===== src/rtl/kbd_pwm_bank_if.sv =====
// Decoded PS/2 byte strobe travelling from kbd_protocol into kbd_pwm_bank.
interface kbd_pwm_bank_if;
    logic       flag;
    logic [7:0] scancode;

    modport master (output flag, output scancode);
    modport slave  (input  flag, input  scancode);
endinterface


===== src/rtl/kbd_pwm_bank.sv =====
// Multi-channel PWM bank steered by PS/2 make/break bytes.
// A small prefix tracker filters break codes and E0-extended keys. Per-channel
// duty registers are edited with saturating arithmetic. Each channel compares
// a free-running counter against a shadow copy of its duty. The shadow is only
// reloaded at the counter wrap, so an output never changes duty mid-period.
module kbd_pwm_bank #(
    parameter int CHANNELS = 4,
    parameter int WIDTH    = 8,
    parameter int STEP     = 16,
    parameter int PRESCALE = 4
) (
    input  logic                clk,
    input  logic                reset,
    kbd_pwm_bank_if.slave       kbd,
    output logic [CHANNELS-1:0] pwm,
    output logic [2:0]          sel_ch,
    output logic [WIDTH-1:0]    duty_mon,
    output logic                period_tick
);
    localparam int               PW         = (PRESCALE > 1) ? $clog2(PRESCALE) : 1;
    localparam logic [PW-1:0]    PRESC_LAST = PW'(PRESCALE - 1);
    localparam logic [PW-1:0]    PRESC_ONE  = PW'(1);
    localparam logic [WIDTH-1:0] DUTY_MAX   = {WIDTH{1'b1}};
    localparam logic [WIDTH-1:0] CNT_ONE    = WIDTH'(1);
    localparam logic [WIDTH:0]   STEP_W     = (WIDTH + 1)'(STEP);
    localparam logic [WIDTH:0]   ONE_W      = (WIDTH + 1)'(1);
    localparam logic [3:0]       CH_LIMIT   = 4'(CHANNELS);

    typedef enum logic [1:0] {ST_IDLE, ST_BRK, ST_EXT, ST_EXT_BRK} state_t;
    typedef enum logic [2:0] {ACT_NONE, ACT_SEL, ACT_INC, ACT_DEC,
                              ACT_ZERO, ACT_FULL, ACT_FINC, ACT_FDEC} act_t;

    // Add in WIDTH+1 bits so the carry is visible, then clamp to full scale.
    function automatic logic [WIDTH-1:0] sat_add(input logic [WIDTH-1:0] a, input logic [WIDTH:0] d);
        logic [WIDTH:0] s;
        s = {1'b0, a} + d;
        if (s > {1'b0, DUTY_MAX}) sat_add = DUTY_MAX;
        else                      sat_add = s[WIDTH-1:0];
    endfunction

    // Subtract in WIDTH+1 bits; a borrow into the top bit means underflow.
    function automatic logic [WIDTH-1:0] sat_sub(input logic [WIDTH-1:0] a, input logic [WIDTH:0] d);
        logic [WIDTH:0] s;
        s = {1'b0, a} - d;
        if (s[WIDTH]) sat_sub = '0;
        else          sat_sub = s[WIDTH-1:0];
    endfunction

    // Number-row keys 1..8 map to channels 0..7; anything else returns 4'hF.
    function automatic logic [3:0] chan_index(input logic [7:0] code);
        case (code)
            8'h16:   chan_index = 4'd0;
            8'h1E:   chan_index = 4'd1;
            8'h26:   chan_index = 4'd2;
            8'h25:   chan_index = 4'd3;
            8'h2E:   chan_index = 4'd4;
            8'h36:   chan_index = 4'd5;
            8'h3D:   chan_index = 4'd6;
            8'h3E:   chan_index = 4'd7;
            default: chan_index = 4'hF;
        endcase
    endfunction

    // Action for a plain (non-prefixed) make code.
    function automatic act_t make_action(input logic [7:0] code);
        case (code)
            8'h16, 8'h1E, 8'h26, 8'h25,
            8'h2E, 8'h36, 8'h3D, 8'h3E: make_action = ACT_SEL;
            8'h3C:                      make_action = ACT_INC;
            8'h23:                      make_action = ACT_DEC;
            8'h1A:                      make_action = ACT_ZERO;
            8'h2B:                      make_action = ACT_FULL;
            default:                    make_action = ACT_NONE;
        endcase
    endfunction

    state_t             state_r, state_nxt_s;
    act_t               act_s;
    logic [3:0]         sel_idx_s;
    logic [2:0]         sel_r, sel_nxt_s;
    logic [WIDTH-1:0]   duty_r     [CHANNELS];
    logic [WIDTH-1:0]   duty_nxt_s [CHANNELS];
    logic [WIDTH-1:0]   shadow_r     [CHANNELS];
    logic [WIDTH-1:0]   shadow_nxt_s [CHANNELS];
    logic [WIDTH-1:0]   duty_mon_r, duty_mon_nxt_s;
    logic [PW-1:0]      presc_r, presc_nxt_s;
    logic [WIDTH-1:0]   cnt_r, cnt_nxt_s;
    logic               tick_s, wrap_s;
    logic [CHANNELS-1:0] pwm_r, pwm_nxt_s;
    logic               period_tick_r;

    // Prefix tracker: decide the next prefix state and which action this byte triggers.
    always_comb begin
        state_nxt_s = state_r;
        act_s       = ACT_NONE;
        if (kbd.flag) begin
            case (state_r)
                ST_IDLE: begin
                    if (kbd.scancode == 8'hF0) begin
                        state_nxt_s = ST_BRK;
                    end else if (kbd.scancode == 8'hE0) begin
                        state_nxt_s = ST_EXT;
                    end else begin
                        state_nxt_s = ST_IDLE;
                        act_s       = make_action(kbd.scancode);
                    end
                end
                ST_EXT: begin
                    if (kbd.scancode == 8'hF0) begin
                        state_nxt_s = ST_EXT_BRK;
                    end else begin
                        state_nxt_s = ST_IDLE;
                        if (kbd.scancode == 8'h75)      act_s = ACT_FINC;
                        else if (kbd.scancode == 8'h72) act_s = ACT_FDEC;
                        else                            act_s = ACT_NONE;
                    end
                end
                ST_BRK, ST_EXT_BRK: state_nxt_s = ST_IDLE;
                default:            state_nxt_s = ST_IDLE;
            endcase
        end else begin
            state_nxt_s = state_r;
        end
    end

    // Apply the decoded action to the selection and the selected duty register.
    always_comb begin
        sel_idx_s = chan_index(kbd.scancode);
        if (act_s == ACT_SEL && sel_idx_s < CH_LIMIT) sel_nxt_s = sel_idx_s[2:0];
        else                                          sel_nxt_s = sel_r;
        for (int i = 0; i < CHANNELS; i++) begin
            duty_nxt_s[i] = duty_r[i];
            if (3'(i) == sel_r) begin
                case (act_s)
                    ACT_INC:  duty_nxt_s[i] = sat_add(duty_r[i], STEP_W);
                    ACT_DEC:  duty_nxt_s[i] = sat_sub(duty_r[i], STEP_W);
                    ACT_FINC: duty_nxt_s[i] = sat_add(duty_r[i], ONE_W);
                    ACT_FDEC: duty_nxt_s[i] = sat_sub(duty_r[i], ONE_W);
                    ACT_ZERO: duty_nxt_s[i] = '0;
                    ACT_FULL: duty_nxt_s[i] = DUTY_MAX;
                    default:  duty_nxt_s[i] = duty_r[i];
                endcase
            end else begin
                duty_nxt_s[i] = duty_r[i];
            end
        end
        duty_mon_nxt_s = '0;
        for (int i = 0; i < CHANNELS; i++) begin
            duty_mon_nxt_s = duty_mon_nxt_s | (duty_nxt_s[i] & {WIDTH{3'(i) == sel_nxt_s}});
        end
    end

    // Timebase: prescaler, period counter, shadow reload at wrap and the next PWM levels.
    always_comb begin
        tick_s = (presc_r == PRESC_LAST);
        if (tick_s) begin
            presc_nxt_s = '0;
            cnt_nxt_s   = cnt_r + CNT_ONE;
        end else begin
            presc_nxt_s = presc_r + PRESC_ONE;
            cnt_nxt_s   = cnt_r;
        end
        wrap_s = tick_s && (cnt_r == DUTY_MAX);
        for (int i = 0; i < CHANNELS; i++) begin
            shadow_nxt_s[i] = wrap_s ? duty_r[i] : shadow_r[i];
            pwm_nxt_s[i]    = (cnt_nxt_s < shadow_nxt_s[i]);
        end
    end

    // State and output registers with synchronous active-low reset.
    always_ff @(posedge clk) begin
        if (!reset) begin
            state_r       <= ST_IDLE;
            sel_r         <= 3'd0;
            duty_mon_r    <= '0;
            presc_r       <= '0;
            cnt_r         <= '0;
            pwm_r         <= '0;
            period_tick_r <= 1'b0;
            for (int i = 0; i < CHANNELS; i++) begin
                duty_r[i]   <= '0;
                shadow_r[i] <= '0;
            end
        end else begin
            state_r       <= state_nxt_s;
            sel_r         <= sel_nxt_s;
            duty_mon_r    <= duty_mon_nxt_s;
            presc_r       <= presc_nxt_s;
            cnt_r         <= cnt_nxt_s;
            pwm_r         <= pwm_nxt_s;
            period_tick_r <= wrap_s;
            for (int i = 0; i < CHANNELS; i++) begin
                duty_r[i]   <= duty_nxt_s[i];
                shadow_r[i] <= shadow_nxt_s[i];
            end
        end
    end

    assign pwm         = pwm_r;
    assign sel_ch      = sel_r;
    assign duty_mon    = duty_mon_r;
    assign period_tick = period_tick_r;
endmodule


===== src/flat_wrapper.sv =====
// flat-port wrapper written by rule: the top's interface ports become plain ports
module kbd_pwm_bank_flat 
#(
    parameter int CHANNELS = 4,
    parameter int WIDTH    = 8,
    parameter int STEP     = 16,
    parameter int PRESCALE = 4
)
  (clk, reset, pwm, sel_ch, duty_mon, period_tick, kbd_flag, kbd_scancode);
  kbd_pwm_bank_if kbd_i ();
  input  logic clk;
  input  logic reset;
  output logic [CHANNELS-1:0] pwm;
  output logic [2:0] sel_ch;
  output logic [WIDTH-1:0] duty_mon;
  output logic period_tick;
  input wire logic [$bits(kbd_i.flag)-1:0] kbd_flag;
  input wire logic [$bits(kbd_i.scancode)-1:0] kbd_scancode;
  assign kbd_i.flag = kbd_flag;
  assign kbd_i.scancode = kbd_scancode;
  kbd_pwm_bank #(.CHANNELS(CHANNELS), .WIDTH(WIDTH), .STEP(STEP), .PRESCALE(PRESCALE)) u_core (.clk(clk), .reset(reset), .kbd(kbd_i), .pwm(pwm), .sel_ch(sel_ch), .duty_mon(duty_mon), .period_tick(period_tick));
endmodule

===== config.mk =====
export PLATFORM = sky130hd
export DESIGN_NAME = kbd_pwm_bank_flat
export DESIGN_NICKNAME = d
export VERILOG_FILES = /design/src/rtl/kbd_pwm_bank_if.sv /design/src/rtl/kbd_pwm_bank.sv /design/src/flat_wrapper.sv
export SDC_FILE = /design/constraint.sdc
export NUM_CORES = 1
export LEC_CHECK = 0
export CORE_ASPECT_RATIO = 1.2
export CORE_MARGIN = 2
export CORE_UTILIZATION = 60
export CTS_CLUSTER_DIAMETER = 60
export DETAILED_ROUTE_END_ITERATION = 6
export PLACE_DENSITY = 0.82
export SYNTH_ARGS = -nofsm -noshare
export SYNTH_HDL_FRONTEND = slang
export SYNTH_SLANG_ARGS = --single-unit

===== constraint.sdc =====
create_clock -name clk -period 4.5 [get_ports clk]
set_input_delay 0.675 -clock clk [delete_from_list [all_inputs] [get_ports clk]]
set_output_delay 0.675 -clock clk [all_outputs]
set_load 0.05 [all_outputs]

# Word-level counts from Yosys, hierarchy flattened
# Memory sizes are Yosys's and may differ from the RTL's.
# Index checks and enable logic that the tools add are counted.
[classes]
n_addsub = 18
muxes = 53
bitwise_logic = 16
n_lt_le_gt_ge = 13
n_reduce_logical = 8
n_eq_ne = 34
[op_table]
columns = ["cell", "n"]
rows = [
  ["2-to-1 mux 8 bit", 33],
  ["case mux 8 bit (6 select lines)", 4],
  ["== test 8 x 6 -> 1 bit, second input constant", 9],
  ["> comparator 9 x 8 -> 1 bit, second input constant", 8],
  ["adder 8 x 1 -> 9 bit, second input constant", 4],
  ["adder 8 x 5 -> 9 bit, second input constant", 4],
  ["subtractor 8 x 1 -> 9 bit, second input constant", 4],
  ["subtractor 8 x 5 -> 9 bit, second input constant", 4],
  ["AND 8 bit", 4],
  ["< comparator 8 bit", 4],
  ["case mux 4 bit (8 select lines)", 1],
  ["== test 8 x 5 -> 1 bit, second input constant", 3],
  ["== test 8 bit, second input constant", 3],
  ["bitwise OR 8 bit", 3],
  ["2-to-1 mux 3 bit", 7],
  ["== test 8 x 7 -> 1 bit, second input constant", 2],
  ["case mux 3 bit (5 select lines)", 1],
  ["== test 2 x 3 -> 1 bit, first input constant", 4],
  ["== test 3 bit, second input constant", 4],
  ["adder 8 x 1 -> 8 bit, second input constant", 1],
  ["bitwise OR 1 bit", 8],
  ["OR reduction 8 bit", 1],
  ["== test 1 x 3 -> 1 bit, first input constant", 2],
  ["== test 2 bit, second input constant", 3],
  ["other kinds (14)", 21],
]
[totals]
output_inout_bits = 16
mem_count = 2
in_bits = 11
ramBits = 64
word_cells = 151
reg_bits = 28
[mem_list]
columns = ["name", "depth", "width", "rd", "rd_ports_with_merged_regs", "wr", "line_no", "source"]
rows = [
  ["u_core.duty_r", 4, 8, 4, 0, 4, "kbd_pwm_bank.sv:81", "logic [WIDTH-1:0] duty_r [CHANNELS];"],
  ["u_core.shadow_r", 4, 8, 4, 0, 4, "kbd_pwm_bank.sv:83", "logic [WIDTH-1:0] shadow_r [CHANNELS];"],
]

# Depth between registers and ports, before layout
# Gate-level depths: netlist of run 1.
[depth]
word_depth = 15
depth_mapped = 15
ltp_nobuf = 11

# Worst setup path before layout of run 1
# Ideal clock, no wire load.
[synth_timing]
path_kind = "reg2reg"
start = "register u_core.presc_r[0]"
end = "register u_core.pwm_r[1], in the netlist u_core.pwm[1]"
period_less_slack_ns = 3.290
stages_incl_launch_ff = 16
required_ns = 4.435
slack_ns = 1.210
path_buffers = 4
arrival_ns = 3.225
setup_ns = 0.065
cell_sequence = "dfxtp_1 -> ha_1 -> clkbuf_1 -> nand4_1 -> nor2_1 -> and3_1 -> clkbuf_1 -> buf_1 -> buf_2 -> mux2i_1 -> ha_1 -> o21a_1 -> o21a_1 -> o21ai_0 -> a21oi_1 -> nor2_1"
[synth_via]
elab_chain_len = 4
elab_cells_between_ends = 5
cone_classes = "order compare: 1; eq/ne: 1; mux: 2; reduce/logical: 1"
[synth_lines]
columns = ["item", "line_no", "source"]
rows = [
  ["start, declared", "kbd_pwm_bank.sv:86", "logic [PW-1:0] presc_r, presc_nxt_s;"],
  ["start signal, assigned", "kbd_pwm_bank.sv:188", "presc_r <= presc_nxt_s;"],
  ["== test 2 bit (*)", "kbd_pwm_bank.sv:155", "tick_s = (presc_r == PRESC_LAST);"],
  ["logical AND 1 bit", "kbd_pwm_bank.sv:163", "wrap_s = tick_s && (cnt_r == DUTY_MAX);"],
  ["2-to-1 mux 8 bit", "kbd_pwm_bank.sv:165", "shadow_nxt_s[i] = wrap_s ? duty_r[i] : shadow_r[i];"],
  ["< comparator 8 bit (*)", "kbd_pwm_bank.sv:166", "pwm_nxt_s[i] = (cnt_nxt_s < shadow_nxt_s[i]);"],
  ["end signal, assigned", "kbd_pwm_bank.sv:190", "pwm_r <= pwm_nxt_s;"],
  ["end, declared", "kbd_pwm_bank.sv:89", "logic [CHANNELS-1:0] pwm_r, pwm_nxt_s;"],
]
# Every way passes the cells marked *; elsewhere a longest branch is shown, timed or not.
# A chain may end at the register's enable or synchronous reset.

# Worst setup path in the final report of run 1
[layout_timing]
start = "input kbd_scancode[0]"
end = "register u_core.duty_mon_r[0], in the netlist u_core.duty_mon[0]"
[layout_via]
elab_chain_len = 15
elab_cells_between_ends = 55
cone_classes = "order compare: 1; eq/ne: 26; mux: 18; bitwise: 7; reduce/logical: 3"
[layout_lines]
columns = ["item", "line_no", "source"]
rows = [
  ["start, declared", "flat_wrapper.sv:18", "input wire logic [$bits(kbd_i.scancode)-1:0] kbd_scancode;"],
  ["== test 8 x 5 -> 1 bit or == test 8 x 6 -> 1 bit (tied branches)", "kbd_pwm_bank.sv:51, kbd_pwm_bank.sv:66", ""],
  ["OR reduction 8 bit", "kbd_pwm_bank.sv:66", "case (code)"],
  ["case mux 3 bit (5 select lines)", "kbd_pwm_bank.sv:66", ""],
  ["2-to-1 mux 3 bit", "kbd_pwm_bank.sv:101", "end else if (kbd.scancode == 8'hE0) begin"],
  ["2-to-1 mux 3 bit", "kbd_pwm_bank.sv:99", "if (kbd.scancode == 8'hF0) begin"],
  ["case mux 3 bit (2 select lines)", "kbd_pwm_bank.sv:97", "case (state_r)"],
  ["2-to-1 mux 3 bit", "kbd_pwm_bank.sv:96", "if (kbd.flag) begin"],
  ["== test 3 x 1 -> 1 bit", "kbd_pwm_bank.sv:129", "if (act_s == ACT_SEL && sel_idx_s < CH_LIMIT) sel_nxt_s = sel_idx_s[2:0];"],
  ["logical AND 1 bit", "kbd_pwm_bank.sv:129", ""],
  ["2-to-1 mux 3 bit", "kbd_pwm_bank.sv:129", ""],
  ["== test 1 x 3 -> 1 bit or zero test 3 bit (tied branches)", "kbd_pwm_bank.sv:149", "duty_mon_nxt_s = duty_mon_nxt_s | (duty_nxt_s[i] & {WIDTH{3'(i) == sel_nxt_s}});"],
  ["AND 8 bit", "kbd_pwm_bank.sv:149", ""],
  ["bitwise OR 8 bit (2 in a row)", "kbd_pwm_bank.sv:149", ""],
  ["bitwise OR 8 bit (*)", "kbd_pwm_bank.sv:149", ""],
  ["end signal, assigned", "kbd_pwm_bank.sv:187", "duty_mon_r <= duty_mon_nxt_s;"],
  ["end, declared", "kbd_pwm_bank.sv:85", "logic [WIDTH-1:0] duty_mon_r, duty_mon_nxt_s;"],
]
# Marked as above.

==> flow_summary.yaml, run 1 <==
outcome:
  outcome: "finished clean"
job:
  maxCapViolCount: 0
clock_tree:
  cts_tree: "yes"
  post-cts-setup-buffers: 0
  cts-resized-gates: 0
  clk_latency_ns: 0.37
  ctsLongestPathBuffers: 2
  cts_root_buf: "clkbuf_16"
  cts_hold_buf: 0
  cts_max_level: 3
  cts_sinks: 92
  cts_buffers: 9
  clk_pin_slew_ns: 0.08
routing:
  drc: 0
  viasPerCell: 7.00
  wl_per_cell_um: 22.4
  drtIter0Drc: 1324
  drt-pass1-iter-count: 7
  detail-route-antenna-nets: 0
  via_count: 8807
  wl_um: 28200
timing:
  slew_viol_final: 0
  max-slew-margin-rel_pct: 45.7
  fmax_mhz: 253
  setup_viol: 0
  tightestPinTransition_ns: 0.812
  final.min_clock_period_ns: 3.95
  tns_ns: 0
  rsz0062_at_grt: "false"
  timing.final.hold_violations: 0
  fin_ws_ns: 0.546
  skew_ns: 0.0100
  final.period_utilization_pct: 87.9
placed_design:
  io_buffers: 26
  place_ws_ns: 0.346
  place_area_mm2: 0.00860
  dp_hpwl_um: 21000
  place_congestion: 1.08
critical_path:
  reg2reg_from: "u_core.duty_r[0][4]$_SDFF_PN0_"
  rrSetupSlack_ns: 1.07
  cp-start-kind: "input port"
  r2r-end: "u_core.duty_mon[0]$_SDFF_PN0_"
  ff2ff_path_depth: 11
  worstPathRequired_ns: 4.77
  worst_ep_arrival_time_ns: 4.23
  critPathKind: "in -> reg"
  endpoint_kind: "flip-flop"
  critPathMaxFanout: 9
logic_synthesis:
  netlist_instances: 1065
  synthArstFlopShare_pct: 0
  ys_types: 90
  synth_edf_count: 0
  synth_top_area_share_pct: 23.0
  yosysTopAreaCell: "dfxtp_1"
  syn_area_mm2: 0.00801
  synth-seq-cells: 92
  yosysSeqAreaShare_pct: 23.0
  synth_area_per_cell_um2: 7.52
  synth_ff_type: "dfxtp_1"
  syn_nets: 1130
  ys_top_cells_by_area: "dfxtp_1 23%, ha_1 8.4%, nor2_1 6.0%, mux2i_1 4.4%, a21oi_1 3.9%"
  yosysWarningCount: 0
floorplanning:
  die_x_um: 109
  ios: 27
  floorplan.rows: 46
  die_y_um: 131
  coreArea_mm2: 0.0131
  die_area_mm2: 0.0143
  start_util_pct: 61.0
finish:
  fin_area_mm2: 0.00892
  nets: 1150
  final_cell_mix: "129 x nor2_1, 92 x dfxtp_1, 80 x nand2_1"
  area_growth_pct: 11.5
  drive_gt1_share_pct: 9.27
  diodes: 0
  final_common_cell: "nor2_1"
global_route:
  first_global_vias: 8180
  gr-total-overflow: 0
  grt_pass1_wl_um: 44100
  grt_usage_pct: 40.2
  antenna_found_initial: 0
  grt_max_degree: 38
pwr:
  power.leakage_nw: 3.18
  vdd_drop_max_mv: 0.184
  p_per_area_mw_per_mm2: 197
min_path:
  holdPathEnd: "u_core.presc_r[0]$_SDFF_PP0_"
  hold_depth: 1
  worstHoldStart: "u_core.presc_r[0]$_SDFF_PP0_"
  hp-class: "reg -> reg"
[worst max-delay path by stage]
stage / startpoint / to / slack, ns / depth (start not counted)
finish: kbd_scancode[0] / u_core.duty_mon[0]$_SDFF_PN0_ / 0.55 / 12
global route: kbd_scancode[7] / u_core.duty_mon[1]$_SDFF_PN0_ / 0.42 / 11
CTS: kbd_scancode[1] / u_core.duty_mon[5]$_SDFF_PN0_ / 0.72 / 10
detailed placement: kbd_scancode[1] / u_core.duty_mon[6]$_SDFF_PN0_ / 0.35 / 9
global placement: kbd_scancode[1] / u_core.duty_mon[6]$_SDFF_PN0_ / 0.39 / 10
floorplan: u_core.presc_r[0]$_SDFF_PP0_ / u_core.pwm[1]$_SDFF_PN0_ / 1.21 / 15
[layout make-up]
class / count / area (um^2)
timing repair buffer: 81 / 698
clock inverter: 7 / 97.6
tap: 168 / 210
fill: 1148 / 4200
inverter: 32 / 120
multi-input combinational: 869 / 5730
clock buffer: 9 / 225
sequential: 92 / 1840
[state kept, by name, summed over array words and instances, names as in the netlist]
name	count
u_core.presc_r	2
u_core.sel_ch	3
u_core.period_tick	1
u_core.duty_r	32
u_core.shadow_r	32
u_core.state_r	2
u_core.pwm	4
u_core.cnt_r	8
u_core.duty_mon	8
[power by group]
group | switching, W | internal, W
Combinational | 0.0000698 | 0.0000402
Sequential | 0.00000423 | 0.000818
Clock | 0.000381 | 0.000446
Total | 0.000455 | 0.00130
[per-stage QoR]
stage | hold slack [ns] | total power, W | utilization, % | std cells
2_1_floorplan | 0.404 | 0.000905 | - | 1065
3_3_place_gp | 0.415 | 0.000946 | 65.5 | 1242
3_5_place_dp | 0.442 | 0.000947 | 65.5 | 1242
4_1_cts | 0.452 | 0.00175 | 68.0 | 1258
5_1_grt | 0.476 | 0.00180 | 68.0 | 1258
6_report | 0.444 | 0.00176 | 68.0 | 1258
[worst max-delay path, stage by stage]
cell and delay [ns]:
clkdlybuf4s50_1 0.52, buf_4 0.22, and3b_1 0.18, o2111ai_1 0.54, o31a_1 0.50, nand2_1 0.27
buf_4 0.21, nor3_1 0.23, nor2_1 0.07, o2111ai_1 0.44, a22oi_1 0.13, o211ai_1 0.25
[metal layers]
| metal | vias up | share of wire, % | GRT usage (%) | routed length (um) |
|---|---|---|---|---|
| met1 | 4065 | 38 | 49.7 | 10800 |
| met2 | 555 | 44 | 62.2 | 12400 |
| met5 | - | 0 | 0 | 0 |
| li1 | 4020 | - | - | - |
| met3 | 167 | 10 | 7.59 | 2810 |
| met4 | 0 | 7.8 | 28.9 | 2210 |
[cells in the mapped netlist (12+ instances only)]
library cell,number
ha_1,54
clkbuf_1,49
xnor2_1,18
a31oi_1,19
nor3_1,35
o211ai_1,20
and3_1,18
and2_1,28
mux2i_1,35
nor2_1,129
nand2_1,80
dfxtp_1,92
or3_1,12
o21a_1,19
a21oi_1,62
nor3b_1,14
inv_1,31
nand4_1,31
o21ai_0,55
nand3_1,33
[logic make-up after synthesis]
group / Yosys count / synth area share, %
AND/OR/NAND/NOR: 461 / 30.4
AO/OA/AOI/OAI: 292 / 25.1
buffers and inverters: 104 / 5.52
flip-flops: 92 / 23.0
adder cells (fa/ha/maj): 54 / 8.44
multiplexers: 39 / 4.94
XOR/XNOR: 23 / 2.52
(Power assumes the default switching activity.)
==> run 2, diff against run 1 <==
--- a/config.mk
+++ b/config.mk
@@ -5,6 +5,7 @@
 export SDC_FILE = /design/constraint.sdc
 export NUM_CORES = 1
 export LEC_CHECK = 0
+export CAP_MARGIN = 5
 export CORE_ASPECT_RATIO = 1.2
 export CORE_MARGIN = 2
 export CORE_UTILIZATION = 60
==> results of run 2 <==
Same layout as run 1: the final DEF is identical, and so are final timing and power.
==> edit 1: new RTL, config.mk and constraints of run 1 <==
Put one more register stage on the output `duty_mon`. The value now appears one clock later. The other outputs are not delayed to match.
--- a/src/rtl/kbd_pwm_bank.sv
+++ b/src/rtl/kbd_pwm_bank.sv
@@ -199,5 +199,7 @@
     assign pwm         = pwm_r;
     assign sel_ch      = sel_r;
-    assign duty_mon    = duty_mon_r;
+    always_ff @(posedge clk) begin
+        duty_mon <= duty_mon_r;
+    end
     assign period_tick = period_tick_r;
 endmodule
Formal check against the unedited RTL: not equivalent (Yosys sat finds a counterexample within 4 cycles, from zero or initial values and one cycle with reset low).
==> edit 1 against run 1 <==
Sequential cell count rose by 8; area after synthesis up 2.7%; wire length rose by 4.5%; final cell count rose by 2.6%; count of clock-buffer cells in the layout increased by 3; final area increased by 2.2%; power rose by 5.7%; setup slack worse by 0.50 ns; synthesized cell count is 3.6% higher; fmax down 11%; critical endpoint is now u_core.duty_mon_r[7]; largest cell class unchanged.
==> edit 1: results <==
place:
  gp_congestion: 1.08
  place_area_sq_mm: 0.00879
  dp_hpwl_mm: 22.1
  dp_slack_ns: -0.0133
  place_inst: 1275
routing:
  drt_iter0_drc: 1336
  drt_first_pass_iters: 6
  wl_met1_mm: 10.9
  wl_met2_mm: 13.3
  dr_wl_met3_mm: 3.39
  routed.top_layer: "met4"
  vias: 9211
global_routing:
  gr-usage-met3_pct: 8.51
  first_global_vias: 8537
  use_met2_pct: 62.0
  grt_pass1_wl_mm: 46.2
  grt_max_degree: 50
  grt.met1_usage_pct: 49.5
sta:
  timing.hold.ws_ns: 0.327
  clock_skew_ns: 0.0120
  worstMarginPinSlew_ns: 0.941
  setup_ws_ns: 0.0481
cells_and_area:
  n_all_buffers: 76
  final-clk-cell-share_pct: 3.53
  multi_input_comb_cells: 898
  multiInputGateArea_sq_mm: 0.00582
  nFlopsAndLatches: 100
  drive_above_1_share_pct: 8.55
  multi_input_area_share_pct: 63.9
  clock_buffer_count: 12
  nonClkBufAreaFrac_pct: 6.97
  final.fill_count: 1198
  nNonClkInverters: 33
outcome:
  outcome: "complete, no violations"
worst_setup_path:
  cp_slowest_stage_delay_ns: 0.79
  rrSetupSlack_ns: 0.57
  r2r_start: "u_core.state_r[0]"
  crit_path_top_delay_cell: "a211oi_1"
  critPathMaxFanout: 13
  crit_start: "kbd_scancode[3]"
  cp.arrival_ns: 4.73
worst_hold_path:
  hp-start: "u_core.duty_mon_r[0]"
synthesis:
  synth_commonest_cells: "154 x nor2_1, 100 x dfxtp_1, 72 x nand2_1"
  syn_nets: 1168
  yosysSeqAreaShare_pct: 24.3
clock_tree:
  path_clk_slew_ns: 0.06
  htreeDepth: 3
power:
  peakVddDrop_mv: 0.267
  leakage_nw: 3.34
-- edit 1: path summary, 6_finish.rpt --
path         depth (start not counted)                   end
max                                 10  u_core.duty_mon_r[7]
min                                  0    u_core.duty_mon[0]
max reg2reg                          9  u_core.duty_mon_r[7]
min reg2reg                          0    u_core.duty_mon[0]
-- edit 1: critical path, delay by kind of cell --
kind | cells | cell delay [ns]
AOI/OAI and AO/OA | 6 | 2.00
and+or+nand+nor | 3 | 1.31
buffers and inverters | 1 | 0.73
-- edit 1: cell families after synthesis --
kind of cell / Yosys count / synth area share (%)
and+or+nand+nor: 465 / 29.3
DFF: 100 / 24.3
muxes: 23 / 2.98
AOI/OAI and AO/OA: 336 / 28.0
xor gates and xnor gates: 20 / 2.13
buffers and inverters: 105 / 4.99
adders and majority gates: 54 / 8.22
-- edit 1: power by group --
group	leakage (nW)	switching (mW)	internal (mW)
clock network	0.161	0.378	0.481
logic	2.37	0.0700	0.0387
registers	0.806	0.00366	0.889
total	3.34	0.452	1.41
==> edit 2: new RTL, flow settings as in run 1 <==
Made on the original files. `PRESCALE` is set to 4 in 2 places; all go to 2.
--- a/src/rtl/kbd_pwm_bank.sv
+++ b/src/rtl/kbd_pwm_bank.sv
@@ -8,5 +8,5 @@
     parameter int WIDTH    = 8,
     parameter int STEP     = 16,
-    parameter int PRESCALE = 4
+    parameter int PRESCALE = 2
 ) (
     input  logic                clk,
--- a/src/flat_wrapper.sv
+++ b/src/flat_wrapper.sv
@@ -5,5 +5,5 @@
     parameter int WIDTH    = 8,
     parameter int STEP     = 16,
-    parameter int PRESCALE = 4
+    parameter int PRESCALE = 2
 )
   (clk, reset, pwm, sel_ch, duty_mon, period_tick, kbd_flag, kbd_scancode);
Formal check against the unedited RTL: same outputs for any inputs over 4 cycles, from zero or initial values and one cycle with reset low; that may be too few to reach the edited logic, so the function may still have changed.
==> edit 2 against run 1 <==
The flow now finishes with violations (DRC); power down 1.8%; final area fell by 3.8%; count of clock-buffer cells in the layout increased by 2; clock skew up 0.0052 ns; area after synthesis shrank 0.17%; worst hold slack gained 0.050 ns; setup slack improved by 0.16 ns; sequential cell count fell by 1; wire length decreased by 6.4%.
==> edit 2: results <==
cells_and_area:
  drive_above_1_share_pct: 6.62
  nNonClkInverters: 31
  final_cells: 1180
  final.fill_count: 1117
  seq_share_pct: 21.2
  final-clk-cell-share_pct: 3.44
  clock_buffer_count: 11
  multiInputGateArea_sq_mm: 0.00572
  n_all_buffers: 47
  nets: 1071
  nFlopsAndLatches: 91
  multi_input_comb_cells: 827
  nonClkBufAreaFrac_pct: 4.87
routing:
  drt_iter0_drc: 1560
  viasPerCell: 7.11
  drt-total-wl_mm: 26.4
  drc: 1
synthesis:
  syn_avg_cell_area_sq_um: 7.80
  synth_commonest_cells: "125 x nor2_1, 91 x dfxtp_1, 61 x o21ai_0"
  yosysSeqAreaShare_pct: 22.8
  synth-xor-area-share_pct: 2.85
  synth.area.mux_share_pct: 5.20
  synth_fa_ha_area_share_pct: 8.42
  synth_compound_area_share_pct: 27.2
  ys_types: 95
  synthTopCellsByArea: "dfxtp_1 23%, ha_1 8.3%, nor2_1 5.9%"
global_routing:
  first_global_vias: 7623
  grt_pass1_wl_mm: 41.3
  grt_max_degree: 59
  grt_use_total_pct: 37.3
worst_setup_path:
  critPathMaxFanout: 14
  cp_slowest_stage_delay_ns: 0.84
  cp.arrival_ns: 4.02
  r2r_start: "u_core.duty_r[0][28]"
  rrSetupSlack_ns: 1.00
  rr_worst_depth: 9
  r2r_end: "u_core.duty_mon[5]"
  crit_start: "kbd_scancode[2]"
place:
  gp_congestion: 1.04
  dp_hpwl_mm: 18.7
worst_hold_path:
  worstHoldEndpoint: "u_core.shadow_r[0][0]"
  min_path_cells: 2
  hp-start: "u_core.shadow_r[0][0]"
power:
  leakage_nw: 3.01
  peakVddDrop_mv: 0.156
  p_sw_uw: 435
  combinationalPower_uw: 132
  p_seq_share_pct: 47.2
clock_tree:
  insertion_delay_ns: 0.35
  clockBufferDepth: 2
  htreeDepth: 3
sta:
  max_slew_margin_pct: 27.2
  clock_skew_ns: 0.0152
outcome:
  violations: "DRC"
  outcome: "finished, violations left"
[edit 2: cell types whose count changed in the layout (fill, tap and decap cells not counted), sizes merged, moves of 9 or more]
cell	before	now
a21oi	62	52
nand4	32	23
nand2	81	47
buf	55	21
nor3	35	23
o21ai	60	71
[edit 2: metrics by stage]
| stage | setup slack [ns] | util (%) | hold WS, ns | cell area [sq um] |
|---|---|---|---|---|
| 5_1_grt | 0.547 | 65.4 | 0.509 | 8580 |
| 3_3_place_gp | 0.471 | 63.1 | 0.468 | 8280 |
| 2_1_floorplan | 1.34 | - | 0.451 | 7990 |
| 3_5_place_dp | 0.426 | 63.1 | 0.475 | 8280 |
| 4_1_cts | 0.760 | 65.4 | 0.494 | 8580 |
| 6_report | 0.705 | 65.4 | 0.494 | 8580 |
[edit 2: metal layers]
layer / track usage (%) / up-vias / part of all wire (%)
met2: 58.8 / 559 / 44
met3: 7.99 / 142 / 10
met1: 48.2 / 3869 / 40
li1: - / 3823 / -
met5: 0 / - / 0
met4: 18.5 / 0 / 5.7
